### config.mk
export PLATFORM = sky130hd
export DESIGN_NAME = cp0_coprocessor_flat
export DESIGN_NICKNAME = d
export VERILOG_FILES = /design/src/rtl/cp0_coprocessor_if.sv /design/src/rtl/cp0_coprocessor.sv /design/src/flat_wrapper.sv
export SDC_FILE = /design/constraint.sdc
export NUM_CORES = 1
export LEC_CHECK = 0
export ABC_AREA = 1
export BUFFER_PORTS_ARGS = -buffer_cell sky130_fd_sc_hd__buf_4
export CORE_MARGIN = 2
export CORE_UTILIZATION = 38
export CTS_CLUSTER_DIAMETER = 50
export DETAILED_ROUTE_END_ITERATION = 7
export PLACE_DENSITY_LB_ADDON = 0.2
export SYNTH_ARGS = -nofsm -noshare
export SYNTH_HDL_FRONTEND = slang
export SYNTH_SLANG_ARGS = --single-unit
### constraint.sdc
create_clock -name clk -period 3.51 [get_ports clk]
set_input_delay 0.702 -clock clk [delete_from_list [all_inputs] [get_ports clk]]
set_output_delay 0.702 -clock clk [all_outputs]
set_load 0.02 [all_outputs]
### src/rtl/cp0_coprocessor_if.sv
// Bus between the decode Controller and coprocessor 0: MTC0/MFC0 access,
// exception requests, interrupt lines and the pipeline redirect.
interface cp0_coprocessor_if;
  logic        InstrValid;
  logic [31:0] CurrentPC;
  logic        InDelaySlot;
  logic        CP0WE;
  logic [4:0]  CP0WAddr;
  logic [31:0] CP0WData;
  logic        CP0RE;
  logic [4:0]  CP0RAddr;
  logic [31:0] CP0RData;
  logic        ExcSyscall;
  logic        ExcEret;
  logic [5:0]  HwInt;
  logic        ExcRequest;
  logic [31:0] ExcTarget;
  logic [31:0] StatusOut;
  logic [31:0] CauseOut;
  logic [31:0] EPCOut;
  logic        TimerInt;

  modport master (
    output InstrValid, CurrentPC, InDelaySlot, CP0WE, CP0WAddr, CP0WData,
           CP0RE, CP0RAddr, ExcSyscall, ExcEret, HwInt,
    input  CP0RData, ExcRequest, ExcTarget, StatusOut, CauseOut, EPCOut, TimerInt
  );

  modport slave (
    input  InstrValid, CurrentPC, InDelaySlot, CP0WE, CP0WAddr, CP0WData,
           CP0RE, CP0RAddr, ExcSyscall, ExcEret, HwInt,
    output CP0RData, ExcRequest, ExcTarget, StatusOut, CauseOut, EPCOut, TimerInt
  );
endinterface

### src/rtl/cp0_coprocessor.sv
// MIPS32 system coprocessor 0: Count/Compare timer, Status, Cause, EPC, PRId,
// and interrupt/syscall/eret arbitration driving a one-cycle pipeline redirect.
module cp0_coprocessor #(
  parameter logic [31:0] EXC_VECTOR = 32'h0000_4180,
  parameter logic [31:0] PRID_VALUE = 32'h0001_8000,
  parameter bit          COUNT_DIV2 = 1'b1
) (
  input logic               clk,
  input logic               rst_n,
  cp0_coprocessor_if.slave  bus
);

  localparam logic [4:0]  ADDR_COUNT   = 5'd9;
  localparam logic [4:0]  ADDR_COMPARE = 5'd11;
  localparam logic [4:0]  ADDR_STATUS  = 5'd12;
  localparam logic [4:0]  ADDR_CAUSE   = 5'd13;
  localparam logic [4:0]  ADDR_EPC     = 5'd14;
  localparam logic [4:0]  ADDR_PRID    = 5'd15;
  localparam logic [31:0] STATUS_MASK  = 32'h0000_FF03;

  logic [31:0] count_q, count_d;
  logic [31:0] compare_q, compare_d;
  logic [31:0] status_q, status_d;
  logic [31:0] cause_q, cause_d;
  logic [31:0] epc_q, epc_d;
  logic        timer_q, timer_d;
  logic        div_q, div_d;

  logic        int_pend;
  logic        take_int;
  logic        take_sys;
  logic        take_eret;
  logic        exc_entry;
  logic        exc_req;
  logic        mtc0;
  logic        tick;
  logic [31:0] count_inc;

  // Interrupt outranks syscall, which outranks eret; bubbles never redirect.
  always_comb begin
    int_pend  = status_q[0] & ~status_q[1] & (|(cause_q[15:8] & status_q[15:8]));
    take_int  = bus.InstrValid & int_pend;
    take_sys  = bus.InstrValid & ~int_pend & bus.ExcSyscall;
    take_eret = bus.InstrValid & ~int_pend & ~bus.ExcSyscall & bus.ExcEret;
    exc_entry = take_int | take_sys;
    exc_req   = exc_entry | take_eret;
    mtc0      = bus.CP0WE & bus.InstrValid & ~exc_req;
    tick      = COUNT_DIV2 ? div_q : 1'b1;
    count_inc = count_q + 32'd1;
  end

  // Next-state for every CP0 register; a squashed MTC0 has no effect.
  always_comb begin
    count_d   = count_q;
    compare_d = compare_q;
    status_d  = status_q;
    cause_d   = cause_q;
    epc_d     = epc_q;
    timer_d   = timer_q;
    div_d     = COUNT_DIV2 ? ~div_q : 1'b0;

    if (mtc0 && bus.CP0WAddr == ADDR_COUNT) begin
      count_d = bus.CP0WData;
    end else if (tick) begin
      count_d = count_inc;
      if (count_inc == compare_q) timer_d = 1'b1;
    end

    if (mtc0 && bus.CP0WAddr == ADDR_COMPARE) begin
      compare_d = bus.CP0WData;
      timer_d   = 1'b0;
    end

    if (mtc0 && bus.CP0WAddr == ADDR_STATUS) status_d = bus.CP0WData & STATUS_MASK;
    if (mtc0 && bus.CP0WAddr == ADDR_CAUSE)  cause_d[9:8] = bus.CP0WData[9:8];
    if (mtc0 && bus.CP0WAddr == ADDR_EPC)    epc_d = bus.CP0WData;

    // Hardware lines are sampled every clock; the timer shares IP7.
    cause_d[15:10] = {bus.HwInt[5] | timer_q, bus.HwInt[4:0]};

    if (exc_entry) begin
      epc_d       = bus.InDelaySlot ? bus.CurrentPC - 32'd4 : bus.CurrentPC;
      cause_d[31] = bus.InDelaySlot;
      cause_d[6:2] = take_sys ? 5'd8 : 5'd0;
      status_d[1] = 1'b1;
    end else if (take_eret) begin
      status_d[1] = 1'b0;
    end
  end

  always_ff @(posedge clk or negedge rst_n) begin
    if (!rst_n) begin
      count_q   <= '0;
      compare_q <= '0;
      status_q  <= '0;
      cause_q   <= '0;
      epc_q     <= '0;
      timer_q   <= 1'b0;
      div_q     <= 1'b0;
    end else begin
      count_q   <= count_d;
      compare_q <= compare_d;
      status_q  <= status_d;
      cause_q   <= cause_d;
      epc_q     <= epc_d;
      timer_q   <= timer_d;
      div_q     <= div_d;
    end
  end

  always_comb begin
    bus.CP0RData = '0;
    if (bus.CP0RE) begin
      unique case (bus.CP0RAddr)
        ADDR_COUNT:   bus.CP0RData = count_q;
        ADDR_COMPARE: bus.CP0RData = compare_q;
        ADDR_STATUS:  bus.CP0RData = status_q;
        ADDR_CAUSE:   bus.CP0RData = cause_q;
        ADDR_EPC:     bus.CP0RData = epc_q;
        ADDR_PRID:    bus.CP0RData = PRID_VALUE;
        default:      bus.CP0RData = '0;
      endcase
    end
  end

  always_comb begin
    bus.ExcRequest = exc_req;
    bus.ExcTarget  = take_eret ? epc_q : (exc_entry ? EXC_VECTOR : 32'h0);
    bus.StatusOut  = status_q;
    bus.CauseOut   = cause_q;
    bus.EPCOut     = epc_q;
    bus.TimerInt   = timer_q;
  end

endmodule

### src/flat_wrapper.sv
// flat-port wrapper written by rule: the top's interface ports become plain ports
module cp0_coprocessor_flat 
#(
  parameter logic [31:0] EXC_VECTOR = 32'h0000_4180,
  parameter logic [31:0] PRID_VALUE = 32'h0001_8000,
  parameter bit          COUNT_DIV2 = 1'b1
)
  (clk, rst_n, bus_InstrValid, bus_CurrentPC, bus_InDelaySlot, bus_CP0WE, bus_CP0WAddr, bus_CP0WData, bus_CP0RE, bus_CP0RAddr, bus_ExcSyscall, bus_ExcEret, bus_HwInt, bus_CP0RData, bus_ExcRequest, bus_ExcTarget, bus_StatusOut, bus_CauseOut, bus_EPCOut, bus_TimerInt);
  cp0_coprocessor_if bus_i ();
  input logic clk;
  input logic rst_n;
  input wire logic [$bits(bus_i.InstrValid)-1:0] bus_InstrValid;
  input wire logic [$bits(bus_i.CurrentPC)-1:0] bus_CurrentPC;
  input wire logic [$bits(bus_i.InDelaySlot)-1:0] bus_InDelaySlot;
  input wire logic [$bits(bus_i.CP0WE)-1:0] bus_CP0WE;
  input wire logic [$bits(bus_i.CP0WAddr)-1:0] bus_CP0WAddr;
  input wire logic [$bits(bus_i.CP0WData)-1:0] bus_CP0WData;
  input wire logic [$bits(bus_i.CP0RE)-1:0] bus_CP0RE;
  input wire logic [$bits(bus_i.CP0RAddr)-1:0] bus_CP0RAddr;
  input wire logic [$bits(bus_i.ExcSyscall)-1:0] bus_ExcSyscall;
  input wire logic [$bits(bus_i.ExcEret)-1:0] bus_ExcEret;
  input wire logic [$bits(bus_i.HwInt)-1:0] bus_HwInt;
  output wire logic [$bits(bus_i.CP0RData)-1:0] bus_CP0RData;
  output wire logic [$bits(bus_i.ExcRequest)-1:0] bus_ExcRequest;
  output wire logic [$bits(bus_i.ExcTarget)-1:0] bus_ExcTarget;
  output wire logic [$bits(bus_i.StatusOut)-1:0] bus_StatusOut;
  output wire logic [$bits(bus_i.CauseOut)-1:0] bus_CauseOut;
  output wire logic [$bits(bus_i.EPCOut)-1:0] bus_EPCOut;
  output wire logic [$bits(bus_i.TimerInt)-1:0] bus_TimerInt;
  assign bus_i.InstrValid = bus_InstrValid;
  assign bus_i.CurrentPC = bus_CurrentPC;
  assign bus_i.InDelaySlot = bus_InDelaySlot;
  assign bus_i.CP0WE = bus_CP0WE;
  assign bus_i.CP0WAddr = bus_CP0WAddr;
  assign bus_i.CP0WData = bus_CP0WData;
  assign bus_i.CP0RE = bus_CP0RE;
  assign bus_i.CP0RAddr = bus_CP0RAddr;
  assign bus_i.ExcSyscall = bus_ExcSyscall;
  assign bus_i.ExcEret = bus_ExcEret;
  assign bus_i.HwInt = bus_HwInt;
  assign bus_CP0RData = bus_i.CP0RData;
  assign bus_ExcRequest = bus_i.ExcRequest;
  assign bus_ExcTarget = bus_i.ExcTarget;
  assign bus_StatusOut = bus_i.StatusOut;
  assign bus_CauseOut = bus_i.CauseOut;
  assign bus_EPCOut = bus_i.EPCOut;
  assign bus_TimerInt = bus_i.TimerInt;
  cp0_coprocessor #(.EXC_VECTOR(EXC_VECTOR), .PRID_VALUE(PRID_VALUE), .COUNT_DIV2(COUNT_DIV2)) u_core (.clk(clk), .rst_n(rst_n), .bus(bus_i));
endmodule
# Word level (Yosys, flattened, before mapping)
# Cells that the tools add are included.
# totals
reg_bits	122
wordCells	72
output_inout_bits	162
in_bits	88
# classes
bitwise_logic	18
muxes	17
reduce_logical	12
eq_ne	13
n_addsub	2
# ops
op	n
$mux W32	7
$pmux W32 S6	1
$eq A5 B4 Y1 const B	11
$add A32 B1 Y32 const B	1
$eq A32 B32 Y1	1
$sub A32 B3 Y32 const B	1
$mux W15	1
$and A1 B1 Y1	9
$and A8 B8 Y8	1
$reduce_bool A2 Y1	4
$reduce_or A8 Y1	1
$mux W1	6
$logic_and A1 B1 Y1	5
$not A1 Y1	5
$mux W4	1
$or A1 B1 Y1	3
$reduce_and A3 Y1	1
$reduce_bool A3 Y1	1
$mux W2	1
$ne A2 B2 Y1 const B	1

# Depth between registers and ports, before layout
# Gate-level depths: netlist (run 1).
# depth
ltp_word	14
ltp_mapped	16

# Worst setup path before layout (run 1)
# No wires, ideal clock.
# synth_path
path_type	in2out
from	input port bus_CP0RAddr[2]
to	output port bus_CP0RData[12]
arrival_ns	1.930
path_stages	7
setup_slack_ns	0.878
required_ns	2.808
path_cell_list	nand2_1 > nor2_1 > inv_1 > nor3_2 > clkbuf_1 > nand2_1 > a31oi_1
# synth_via
elab_chain_len	3
word_cells_on_any_way	8
cone_classes	eq/ne (6); mux (2)
# synth_lines
item	line	rtl
start, declared	flat_wrapper.sv:19	input wire logic [$bits(bus_i.CP0RAddr)-1:0] bus_CP0RAddr;
$eq A5 B4 Y1	cp0_coprocessor.sv:114	unique case (bus.CP0RAddr)
$pmux W32 S6 *	cp0_coprocessor.sv:114	
$mux W32 *	cp0_coprocessor.sv:113	if (bus.CP0RE) begin
end, declared	flat_wrapper.sv:23	output wire logic [$bits(bus_i.CP0RData)-1:0] bus_CP0RData;
# Every way passes the cells marked *; elsewhere a longest branch is shown, timed or not.

# Worst setup path after layout (run 1)
# layout_path
from	register u_core.status_q[14] (netlist: u_core.bus.StatusOut[14])
to	output port bus_ExcTarget[19]
# layout_via
elab_chain_len	8
# layout_lines
item	line	rtl
start, declared	cp0_coprocessor.sv:23	logic [31:0] status_q, status_d;
start signal, assigned	cp0_coprocessor.sv:103	status_q <= status_d;
$and A8 B8 Y8	cp0_coprocessor.sv:41	int_pend = status_q[0] & ~status_q[1] & (|(cause_q[15:8] & status_q[15:8]));
$reduce_or A8 Y1	cp0_coprocessor.sv:41	
$and A1 B1 Y1	cp0_coprocessor.sv:41	
$not A1 Y1	cp0_coprocessor.sv:44	take_eret = bus.InstrValid & ~int_pend & ~bus.ExcSyscall & bus.ExcEret;
$and A1 B1 Y1 (3 in series)	cp0_coprocessor.sv:44	
$mux W32	cp0_coprocessor.sv:128	bus.ExcTarget = take_eret ? epc_q : (exc_entry ? EXC_VECTOR : 32'h0);
end, declared	flat_wrapper.sv:25	output wire logic [$bits(bus_i.ExcTarget)-1:0] bus_ExcTarget;
# No other way between the ends.

==> results.yml, run 1 <==
outcome:
  status: "finished clean"
critical_path:
  r2r_slack_ns: 0.97
  crit_family: "simple AND/OR/NAND/NOR gates"
  path_buf_inv: 2
  crit_slowest_cell: "a211o_1"
  crit_arrival_ns: 2.36
  cp_max_fo: 23
  cp_data_required_time_ns: 2.81
  max_stage_delay_ns: 0.43
  crit_path_cell_trace: "nand2_1, o21ai_0, nor2_1, nand2_1, a211o_1, buf_12, nor2_1, buf_4"
  r2r_cells: 12
  crit_path_start_kind: "flip-flop"
  crit_type: "flip-flop to output port"
  end_kind: "output port"
  worst-path-stages: 8
layout:
  fillCellCount: 2297
  final_layout_size_suffix_gt1_share_pct: 20.17
  layout_commonest_cell: "nand2_1"
  num_antenna_cells: 0
  multi_input_area_sq_mm: 0.004639
  regArea_sq_mm: 0.002953
  nNetsFinal: 1604
  syn_to_final_growth_pct: 26.54
  layout_common_cells: "nand2_1 (309), buf_4 (218), inv_1 (216)"
yosys:
  synth_area_sq_mm: 0.008772
  ys_warn_count: 0
  synth_edf_count: 0
  synth.largest_area_cell: "dfrtp_1"
  synthCells: 1319
  synth_top_area_share_pct: 33.66
  postSynthAreaPerCell_sq_um: 6.651
  async_flop_share_pct: 100.0
  synth_cell_types: 43
  ys.flop_type: "dfrtp_1"
  synth_area_leaders: "dfrtp_1 (34%), nand2_1 (13%), inv_1 (9.2%), nor2_1 (6.8%), nand3_1 (5.5%)"
  synth-seq-area-share_pct: 33.66
  synth_seq_cells: 118
timing:
  finalHoldViolations: 0
  fmax_mhz: 327.1
  slew_headroom_pct: 42.94
  min_period_ns: 3.057
  rsz0062_at_grt: "no"
  tightest_slew_ns: 0.8494
  min_period_over_period_pct: 87.10
  fin_skew_ns: 0.008190
  setup_viol: 0
  worst_slack_ns: 0.4528
  fin_setup_tns_ns: 0
  drv_slew: 0
  timing.hold.ws_ns: 0.3330
clocking:
  clock-sinks: 118
  cts_buffers: 17
  h-tree-depth: 4
  clkLatencyLatePin_ns: 0.43
  post_cts_buffers: 0
  cts.repair.resized: 0
  cts.path.max_buffers: 2
  ctsHoldBuffers: 0
  clk_pin_slew_worst_paths_ns: 0.06
  clockRootBuffer: "clkbuf_16"
  cts_tree: "built"
pwr:
  p_sw_share_pct: 35.33
  peakVddDrop_uv: 269.8
  internal_power_mw: 3.127
  p_leak_nw: 5.651
  switching_power_mw: 1.708
  p_clk_share_pct: 38.3
  p_per_area_mw_per_mm2: 435.6
  combPwrFrac_pct: 26.1
  seq_power_share_pct: 35.6
floorplan:
  ioPinCount: 250
  core_sq_mm: 0.02264
  die_area_sq_mm: 0.02432
  die_x_um: 155.9
  die_h_um: 155.9
  fp-row-count: 55
  initial_core_util_pct: 38.75
placed_design:
  io_buffers: 205
  pre_cts_slack_ns: 0.5270
  dp_hpwl_um: 26840
  gp_congestion: 0.9265
grt:
  antenna_found_initial: 0
  grt_max_degree: 119
  grt_pass1_wl_um: 52930
  overflow: 0
  grt_pass1_vias: 9273
  grtUsageTotal_pct: 28.68
routing:
  drcViolationCount: 0
  routed_wl_um: 34740
  wl_per_cell_um: 19.17
  final_antenna_net_count: 0
  vias: 9732
  dr.pass1.iters: 5
  drtIter0Drc: 788
  vias_per_cell: 5.371
worst_hold_path:
  holdCritPathClass: "input pin to asynchronous set/reset pin"
flow_run:
  cap_violations: 0
[cell usage after synthesis, drive strengths merged (2+ instances only)]
| library cell | count |
|---|---|
| nand2 | 325 |
| inv | 223 |
| nor2 | 174 |
| dfrtp | 118 |
| nand3 | 102 |
| o21ai | 80 |
| buf | 54 |
| o221ai | 52 |
| nand4 | 41 |
| o22ai | 36 |
| clkbuf | 34 |
| nor3 | 17 |
| a21oi | 11 |
| xor2 | 10 |
| a31oi | 7 |
| a211oi | 6 |
| xnor2 | 6 |
| a221oi | 4 |
| nor4 | 4 |
| or2 | 4 |
| ha | 2 |
[layout make-up]
| type | count | area share, % |
|---|---|---|
| well taps | 285 | 3.212 |
| multi-input cells | 932 | 41.79 |
| clock inverters | 14 | 1.578 |
| flip-flops and latches | 118 | 26.60 |
| clock buffers | 18 | 3.956 |
| repair buffers | 221 | 15.28 |
| inverters | 224 | 7.574 |
[per-layer routing]
| metal | wire, um | track usage (%) | share of wire (%) | up-vias |
|---|---|---|---|---|
| li1 | - | - | - | 4623 |
| met1 | 15070 | 39.31 | 43 | 4580 |
| met2 | 15950 | 45.83 | 46 | 469 |
| met3 | 2841 | 5.861 | 8.2 | 60 |
| met4 | 882 | 8.432 | 2.5 | 0 |
| met5 | 0 | 0 | 0 | - |
[worst register-to-register path, cell delays in order, from the launching register on]
cell	delay, ns
dfrtp_1	0.42
nand2_1	0.08
o21ai_0	0.07
nor2_1	0.19
nand2_1	0.14
nand3_1	0.13
nand4_1	0.15
inv_2	0.14
nand3_1	0.10
nand2_1	0.50
inv_2	0.27
nand2_1	0.11
o221ai_1	0.11
[registers in the layout (all words and copies together) (netlist names)]
name                  flops
u_core.compare_q         32
u_core.div_q              1
u_core.bus.StatusOut     10
u_core.count_q           32
u_core.bus.EPCOut        32
u_core.bus.CauseOut      10
u_core.bus.TimerInt       1
[worst paths after layout]
kind / end / start
max: bus_ExcTarget[19] / u_core.bus.StatusOut[14]
min in group clk: u_core.bus.CauseOut[10] / bus_HwInt[0]
max reg2reg: u_core.bus.EPCOut[4] / u_core.bus.StatusOut[14]
min: u_core.compare_q[27] / rst_n
min reg2reg: u_core.div_q / u_core.div_q
max in group asynchronous: u_core.bus.EPCOut[31] / rst_n
[metrics by stage]
step	area (sq um)	std cells	power [mW]	utilization, %
after floorplan	8934	1362	2.498	-
after global placement	10490	1780	2.982	46.32
after detailed placement	10490	1780	2.987	46.32
after CTS	11100	1812	4.839	49.03
after global routing	11100	1812	5.070	49.03
final	11100	1812	4.835	49.03
[power by group through the flow]
stage | clock, mW | sequential, mW | combinational (mW)
after floorplan | 0 | 1.77 | 0.732
after global placement | 0 | 1.74 | 1.25
after detailed placement | 0 | 1.73 | 1.25
after CTS | 1.87 | 1.71 | 1.26
after global routing | 1.93 | 1.74 | 1.40
final | 1.85 | 1.72 | 1.26
[cells by family after synthesis]
group           synth area share (%)
simple gates                   34.19
buf+inv                        15.35
compound gates                 14.88
flops                          33.66
xor+xnor                       1.597
fa+ha+maj                     0.2852
other cells                  0.04275
(Power assumes the default switching activity.)
==> run 2: changes to the inputs <==
Settings changed: ABC_AREA 1 to 0, PLACE_DENSITY set to 0.61, PLACE_DENSITY_LB_ADDON 0.2 to unset.
==> run 2 against run 1 <==
- critical path type unchanged
- critical endpoint is now bus_ExcTarget[15]
- global-route usage fell by 3.9 points
- combinational power decreased by 9.5%
- non-clock buffer count is 16 higher
- via count down 21%
- clock power down 3%
- fmax down 7.1%
==> results.yml, run 2 <==
timing:
  drv_slew: 0
  tightest_slew_ns: 0.9287
  rsz0062_at_grt: "no"
  slew_headroom_pct: 37.22
  fin_skew_ns: 0.006955
  setup_viol: 0
  min_period_ns: 3.292
  finalHoldViolations: 0
  fmax_mhz: 303.8
  fin_setup_tns_ns: 0
  min_period_over_period_pct: 93.79
layout:
  num_antenna_cells: 0
  layout_commonest_cell: "buf_4"
  fillCellCount: 1992
  syn_to_final_growth_pct: 28.49
  nNetsFinal: 1193
  final_layout_size_suffix_gt1_share_pct: 32.11
  final_area_sq_mm: 0.01059
  layout_common_cells: "buf_4 (232), dfrtp_1 (118), nor2_1 (93)"
  layoutNonFillerInstCount: 1390
critical_path:
  cp_max_fo: 36
  r2r_cells: 9
  end_kind: "output port"
  crit_arrival_ns: 2.59
  crit_path_start_kind: "flip-flop"
  crit_type: "flip-flop to output port"
  cp_data_required_time_ns: 2.81
routing:
  vias_per_cell: 5.519
  final_antenna_net_count: 0
  vias: 7672
  dr.pass1.iters: 7
  drcViolationCount: 0
  wl_per_cell_um: 20.27
  routed_wl_um: 28170
  drtIter0Drc: 556
floorplan:
  core_sq_mm: 0.02115
  initial_core_util_pct: 38.97
  die_h_um: 151.3
  die_x_um: 151.3
  fp-row-count: 53
  ioPinCount: 250
  die_area_sq_mm: 0.02289
clocking:
  post_cts_buffers: 0
  cts.path.max_buffers: 2
  clockRootBuffer: "clkbuf_16"
  cts_buffers: 17
  cts_tree: "built"
  h-tree-depth: 4
  clk_pin_slew_worst_paths_ns: 0.06
  ctsHoldBuffers: 0
  clkLatencyLatePin_ns: 0.42
  clock-sinks: 118
pwr:
  peakVddDrop_uv: 275.8
  p_per_area_mw_per_mm2: 439.6
  p_leak_nw: 4.794
grt:
  global_route.peak_usage_layer: "met2"
  grt_pass1_vias: 7351
  met1_usage_pct: 35.01
  grt_max_degree: 63
  grt_util_met3_pct: 4.277
  antenna_found_initial: 0
  met2_usage_pct: 39.68
  grt_pass1_wl_um: 42770
  overflow: 0
  grtUsageTotal_pct: 24.80
yosys:
  ys.flop_type: "dfrtp_1"
  synth.largest_area_cell: "dfrtp_1"
  ys_top_cells_by_count: "dfrtp_1 (118), nor2_1 (93), mux2_2 (72), xnor2_1 (63), nand2_1 (57)"
  synth.most_common_cell: "dfrtp_1"
  synth_area_leaders: "dfrtp_1 (36%), mux2_2 (9.8%), xnor2_1 (6.7%), nor2_1 (4.2%), a22oi_1 (4.2%)"
  synth_top_area_share_pct: 35.82
  synth_cell_types: 68
  synth-seq-area-share_pct: 35.82
  synthCells: 917
  postSynthAreaPerCell_sq_um: 8.989
  synth_area_sq_mm: 0.008243
  synth_seq_cells: 118
  synth_edf_count: 0
  async_flop_share_pct: 100.0
  ys_warn_count: 0
worst_hold_path:
  holdCritPathClass: "input pin to asynchronous set/reset pin"
outcome:
  status: "finished clean"
placed_design:
  gp_congestion: 0.9245
  dp_hpwl_um: 21740
  io_buffers: 205
  placed_area_sq_mm: 0.009992
  dp.cells: 1359
flow_run:
  cap_violations: 0
-- run 2: routing by layer --
| layer | vias to the layer above | share of wire [%] |
|---|---|---|
| met5 | - | 0 |
| met4 | 0 | 1.2 |
| met3 | 23 | 6.6 |
| met2 | 292 | 48 |
| met1 | 3769 | 44 |
| li1 | 3588 | - |
-- run 2: what timing repair did --
item,4_1_cts,5_1_grt
gates resized for setup,0,1
endpoints found under the setup margin,0,4
endpoints found under the hold margin,0,0
-- run 2: worst max-delay path, stage by stage, from the launching register on --
cell      delay, ns
dfrtp_1        0.41
a22o_1         0.24
a221oi_1       0.28
a311oi_1       0.22
nor3b_2        0.19
buf_4          0.35
nand2_1        0.17
nor2_1         0.14
buf_4          0.16
-- run 2: where the power goes --
| part | switching [mW] | internal (mW) | leakage [nW] |
|---|---|---|---|
| Sequential | 0.229 | 1.50 | 1.48 |
| Combinational | 0.612 | 0.527 | 3.02 |
| Clock | 0.623 | 1.16 | 0.292 |
-- run 2: final cells by class --
class                           count  area [sq um]  share of cell area [%]
Clock buffer                       22         474.2                   4.477
Clock inverter                      9         125.1                   1.181
Inverter                           15         56.30                  0.5316
Multi-Input combinational cell    714          4797                   45.29
Sequential cell                   118          2953                   27.88
Tap cell                          275         344.1                   3.249
Timing Repair Buffer              237          1842                   17.39
-- run 2: path summary, 6_finish.rpt --
check                                         start                      end  slack, ns
max                        u_core.bus.StatusOut[10]        bus_ExcTarget[15]       0.22
min                                           rst_n    u_core.bus.EPCOut[11]       0.31
max reg2reg                       u_core.count_q[0]      u_core.bus.TimerInt       0.49
min reg2reg                 u_core.bus.CauseOut[31]  u_core.bus.CauseOut[31]       0.53
max in group asynchronous                     rst_n       u_core.count_q[17]       2.43
min in group clk                       bus_HwInt[1]  u_core.bus.CauseOut[11]       0.39
-- run 2: through the flow --
| stage | power, mW | utilization [%] | hold WS (ns) | setup slack, ns |
|---|---|---|---|---|
| after CTS | 4.674 | 50.07 | 0.3224 | 0.1341 |
| after detailed placement | 2.877 | 47.23 | 0.5089 | 0.2531 |
| after global routing | 4.858 | 50.07 | 0.3634 | 0.0008955 |
| after global placement | 2.866 | 47.23 | 0.5081 | 0.2822 |
| final | 4.656 | 50.07 | 0.3141 | 0.2180 |
| after floorplan | 2.434 | - | 0.4064 | 0.3832 |
-- run 2: cells by family (layout without fill, tap and decap cells) --
kind of cell / after synthesis / count (layout) / synth area share (%)
AOI/OAI and AO/OA: 180 / 180 / 14.48
xor gates and xnor gates: 97 / 97 / 10.31
adders and majority gates: 2 / 2 / 0.3035
buffers and inverters: 128 / 283 / 8.181
DFF: 118 / 118 / 35.82
muxes: 78 / 78 / 10.58
other: 1 / 44 / 0.04549
and+or+nand+nor: 313 / 313 / 20.28
